[src/rtl/clk_div_multi.sv]
// Multi-channel programmable clock divider with per-channel enable, global SYNC
// and glitch-free divisor updates. Optional readback port set: CLK_DIV_RDBK_EN.
module clk_div_multi #(
  parameter int unsigned CHANNELS    = 4,
  parameter int unsigned WIDTH       = 24,
  parameter int unsigned DEFAULT_DIV = 12499999,
  localparam int unsigned CH_BITS    = (CHANNELS > 1) ? $clog2(CHANNELS) : 1
) (
  input  logic                CLOCK,
  input  logic                RESET_N,
  input  logic [CHANNELS-1:0] EN,
  input  logic                SYNC,
  input  logic                WR_EN,
  input  logic [CH_BITS-1:0]  WR_CH,
  input  logic [WIDTH-1:0]    WR_DATA,
  output logic [CHANNELS-1:0] SLOW,
  output logic [CHANNELS-1:0] TICK
`ifdef CLK_DIV_RDBK_EN
  ,
  input  logic [CH_BITS-1:0]  RD_CH,
  output logic [WIDTH-1:0]    RD_DIV,
  output logic [WIDTH-1:0]    RD_COUNT,
  output logic                RD_PEND
`endif
);

  logic [WIDTH-1:0]    count_q [CHANNELS];
  logic [WIDTH-1:0]    count_d [CHANNELS];
  logic [WIDTH-1:0]    div_q   [CHANNELS];
  logic [WIDTH-1:0]    div_d   [CHANNELS];
  logic [WIDTH-1:0]    pend_q  [CHANNELS];
  logic [WIDTH-1:0]    pend_d  [CHANNELS];
  logic [CHANNELS-1:0] pflag_q, pflag_d;
  logic [CHANNELS-1:0] slow_q, slow_d;
  logic [CHANNELS-1:0] tick_q, tick_d;
  logic [CHANNELS-1:0] apply;

  always_comb begin
    apply   = '0;
    pflag_d = pflag_q;
    slow_d  = slow_q;
    tick_d  = '0;
    for (int unsigned c = 0; c < CHANNELS; c++) begin
      count_d[c] = count_q[c];
      div_d[c]   = div_q[c];
      pend_d[c]  = pend_q[c];
      if (SYNC) begin
        count_d[c] = '0;
        slow_d[c]  = 1'b0;
        apply[c]   = 1'b1;
      end else if (EN[c]) begin
        if (count_q[c] == div_q[c]) begin
          count_d[c] = '0;
          slow_d[c]  = ~slow_q[c];
          tick_d[c]  = 1'b1;
          apply[c]   = 1'b1;
        end else begin
          count_d[c] = count_q[c] + WIDTH'(1);
        end
      end
      // Pending value is consumed before a same-cycle write lands, so the new write stays pending.
      if (apply[c] && pflag_q[c]) begin
        div_d[c]   = pend_q[c];
        pflag_d[c] = 1'b0;
      end
      if (WR_EN && (WR_CH == CH_BITS'(c))) begin
        pend_d[c]  = WR_DATA;
        pflag_d[c] = 1'b1;
      end
    end
  end

  always_ff @(posedge CLOCK or negedge RESET_N) begin
    if (!RESET_N) begin
      for (int unsigned c = 0; c < CHANNELS; c++) begin
        count_q[c] <= '0;
        div_q[c]   <= WIDTH'(DEFAULT_DIV);
        pend_q[c]  <= WIDTH'(DEFAULT_DIV);
      end
      pflag_q <= '0;
      slow_q  <= '0;
      tick_q  <= '0;
    end else begin
      for (int unsigned c = 0; c < CHANNELS; c++) begin
        count_q[c] <= count_d[c];
        div_q[c]   <= div_d[c];
        pend_q[c]  <= pend_d[c];
      end
      pflag_q <= pflag_d;
      slow_q  <= slow_d;
      tick_q  <= tick_d;
    end
  end

  assign SLOW = slow_q;
  assign TICK = tick_q;

`ifdef CLK_DIV_RDBK_EN
  logic [WIDTH-1:0] rd_div_q, rd_div_d;
  logic [WIDTH-1:0] rd_count_q, rd_count_d;
  logic             rd_pend_q, rd_pend_d;

  always_comb begin
    rd_div_d   = '0;
    rd_count_d = '0;
    rd_pend_d  = 1'b0;
    for (int unsigned c = 0; c < CHANNELS; c++) begin
      if (RD_CH == CH_BITS'(c)) begin
        rd_div_d   = div_q[c];
        rd_count_d = count_q[c];
        rd_pend_d  = pflag_q[c];
      end
    end
  end

  always_ff @(posedge CLOCK or negedge RESET_N) begin
    if (!RESET_N) begin
      rd_div_q   <= '0;
      rd_count_q <= '0;
      rd_pend_q  <= 1'b0;
    end else begin
      rd_div_q   <= rd_div_d;
      rd_count_q <= rd_count_d;
      rd_pend_q  <= rd_pend_d;
    end
  end

  assign RD_DIV   = rd_div_q;
  assign RD_COUNT = rd_count_q;
  assign RD_PEND  = rd_pend_q;
`endif

endmodule

[config.mk]
export PLATFORM = sky130hd
export DESIGN_NAME = clk_div_multi
export DESIGN_NICKNAME = d
export VERILOG_FILES = /design/src/rtl/clk_div_multi.sv
export SDC_FILE = /design/constraint.sdc
export NUM_CORES = 1
export LEC_CHECK = 0
export ABC_AREA = 0
export CAP_MARGIN = 10
export CORE_MARGIN = 2
export CORE_UTILIZATION = 60
export CTS_BUF_LIST = sky130_fd_sc_hd__clkbuf_2
export CTS_CLUSTER_SIZE = 8
export DETAILED_ROUTE_END_ITERATION = 12
export GPL_ROUTABILITY_DRIVEN = 0
export PLACE_DENSITY = 0.82
export SLEW_MARGIN = 10
export SYNTH_ARGS = -nofsm -noshare
export SYNTH_HDL_FRONTEND = slang
export SYNTH_SLANG_ARGS = --single-unit
[constraint.sdc]
create_clock -name CLOCK -period 2.25 [get_ports CLOCK]
set_input_delay 0.5625 -clock CLOCK [delete_from_list [all_inputs] [get_ports CLOCK]]
set_output_delay 0.5625 -clock CLOCK [all_outputs]
set_load 0.02 [all_outputs]
==> metrics <==
synth top area cells=dfrtp_1 32%, dfstp_2 25%, mux2_2 16%; starting DRC count in detailed routing=between 500 and 600; CORE AREA=22500 sq um; HP Class=primary input to asynchronous set/reset pin; Routed WL=29.4 mm; htree depth=3; total die area=~24000 sq um; # setup viols final=0; Combinational Power Share=17.2%; EDFF count, synth=0; critical path's slowest cell=dfrtp_1; crit path buf inv count=1; clk buf depth=3; Avg Inst Size Synth=around 12 sq um; asr flop ratio synth=100%; Power Internal=9.64 mW; total grt overflow=0; Final Hold Fails=0; clock transition at the registers of the reported paths=0.11 ns; Period minus WS final=approximately 2.2 ns; CTS buffer count=77; CP Launch Type=register; drt wl/cell=18.3 um; Syn Nets=1140; Die H=between 150 and 200 um; Max VDD drop=0.434 mV; CTS tree=yes; yosys warns=0; Non-Filler Instances=between 1500 and 2000; CP Cell Sequence=xor2_1 -> nor4_1 -> nand4_1 -> nor3_4 -> a31oi_4 -> buf_4 -> mux2_2; Final Skew=0.0596 ns; antenna-violating nets left=0; layout cells sized above 1=around two fifths; Seq cells post-synth=300; Yosys top cell area share=31.6%; FMAX=around 450 MHz; antenna violations before repair=1; unrepaired setup endpoints after global routing=false; Switch Pwr=between 3 and 4 mW; clock root cell=clkbuf_2; Final Util=69.4%; sw frac=28.7%; Max-slew headroom=48.8%; Least-Margin Pin Slew=0.768 ns; CP Class=register to register; vias in the first global route=9236; top_reg_cell synth=dfrtp_1; Clock Power Share=a little over a quarter; IO Pins=42; Slew Limit Fails=0; pwr dens=866 nW/um^2; area leader, netlist=dfrtp_1; CTS Sinks=300; Layout fillers=roughly 1600; critical path arrival=2.94 ns; CP max stage delay=0.46 ns; via count=9045; 1st-pass router iterations=5; GRT Total Usage=25.4%; Layout area overhead=14.6%; largest net degree at the start of global routing=79; register area share after synthesis=56.2%; number of cell rows=55; Sequential Power Share=56.5%; outcome=finished, final reports clean; Clk Latency, worst-skew pair=0.86 ns; post-CTS setup buffer count=0; Max Cap Violations=0; crit end category=register; CP Max Fanout=8; worst path required time=around 3.0 ns; leakage=approximately 6.6 nW; IO Port Bufs=between 40 and 50; delay-heaviest family, CP=simple AND/OR/NAND/NOR gates; Netlist cell types=50; Post-route DRC=0; Initial Util=60.6%; Nets=1294; first-pass GRT wire length=47.7 mm; Fin Hold WS=~0.19 ns; hpwl dp=20.1 mm; Placed Instances=1461; Via density=around 5.6; crit share post-route=98.4%; Post-Syn Area=about 14000 sq um; Mapped Cells=1102; Die X=155 um
-- final cells by class --
class	instances	area, sq um	share of cell area (%)
flip-flops and latches	300	7670	49.1
repair buffers	115	1100	7.05
diodes	1	2.50	0.0160
clock inverters	33	126	0.809
clock buffers	110	551	3.52
multi-input cells	746	5760	36.9
inverters	16	60.1	0.384
well taps	285	357	2.28
-- cell usage in the layout (no fill, tap or decap), types with 8 or more instances in the layout --
cell type	n
dfstp_2	128
nor4_1	10
nand2_1	52
buf_12	11
nand3_1	36
nand4_1	43
xor2_1	60
o21ai_0	16
dfrtp_1	171
inv_1	16
clkbuf_2	110
and3_1	17
clkdlybuf4s50_1	32
clkinv_1	26
buf_4	62
nor3_1	14
a21oi_1	8
xnor2_1	114
nor2b_1	8
mux2_2	192
nor2_1	108
dlygate4sd2_1	8
-- power groups by stage --
| stage | combinational, mW | sequential [mW] | clock [mW] |
|---|---|---|---|
| 4_1_cts | 2.33 | 7.65 | 3.67 |
| 5_1_grt | 2.53 | 7.79 | 3.98 |
| 3_3_place_gp | 2.22 | 7.69 | 0 |
| 2_1_floorplan | 1.73 | 7.47 | 0 |
| 3_5_place_dp | 2.31 | 7.75 | 0 |
| 6_report | 2.33 | 7.65 | 3.55 |
-- per-layer routing --
layer  share of wire (%)  vias to the layer above  GRT usage, %
met4                 2.2                        0          10.7
li1                    -                     4186             -
met5                   0                        -             0
met3                 4.3                       34          4.71
met2                  50                      238          41.7
met1                  44                     4587          33.7
-- sequential cells by signal, summed over array words and instances (netlist names) --
signal / count
pflag_q: 4
pend_q: 96
SLOW: 4
TICK: 4
count_q: 96
div_q: 96
-- Yosys cell counts (2+ instances only) --
master and number:
o21ai_0 16, ha_1 4, and4_1 2, a31o_2 2, and3_1 17, a21o_1 2, clkbuf_1 25, nand2b_1 3
mux2_2 192, nor2b_1 8, and2_1 3, xnor2_1 114, buf_6 2, buf_2 13, nor3_1 14, xor2_1 60
or3_1 2, nor2_1 108, dfstp_2 128, nor3b_1 7, nor3_2 2, o2111ai_1 4, nand3_1 36, dfrtp_1 172
a31oi_1 3, or3_4 2, o211ai_1 2, a21oi_1 8, a41o_1 2, nand4_1 43, mux2i_1 2, nand3b_1 6
nand2_1 52, nand4b_1 3, nor4_1 13, inv_1 16
-- final timing paths --
path,from,end,slack (ns),cells past startpoint
hold reg to reg,pend_q[22],div_q[22],0.49,1
setup / recovery,count_q[86],div_q[80],0.04,7
min in group CLOCK,pend_q[22],div_q[22],0.49,1
setup reg to reg,count_q[86],div_q[80],0.04,7
hold / removal,RESET_N,div_q[57],0.19,2
max in group asynchronous,RESET_N,div_q[13],1.26,3
-- metrics by stage --
stage / setup slack (ns) / cell area (sq um) / power, mW / setup TNS (ns)
finish: 0.0365 / 15600 / 13.5 / 0
CTS: 0.0181 / 15600 / 13.6 / 0
floorplan: 0.0793 / 13600 / 9.20 / 0
global placement: -0.182 / 14900 / 9.90 / -6.43
global route: 0.00110 / 15600 / 14.3 / 0
detailed placement: -0.226 / 14900 / 10.1 / -9.05
-- repair_timing --
item | 4_1_cts | 5_1_grt
hold buffers | 1 | 0
endpoints found under the setup margin | 10 | 46
hold endpoints to repair | 181 | 0
pin swaps | 0 | 2
resized for setup | 9 | 4
-- kinds of logic (layout without fill, tap and decap cells) --
group,Yosys count,count (layout),share of synthesized area (%)
AO/OA/AOI/OAI,45,45,2.22
XOR/XNOR,174,174,11.2
multiplexers,195,195,16.1
AND/OR/NAND/NOR,328,328,12.2
other,0,1,0
buffers and inverters,56,274,1.77
adder cells (fa/ha/maj),4,4,0.367
flip-flops,300,300,56.2
(Power assumes the default switching activity.)
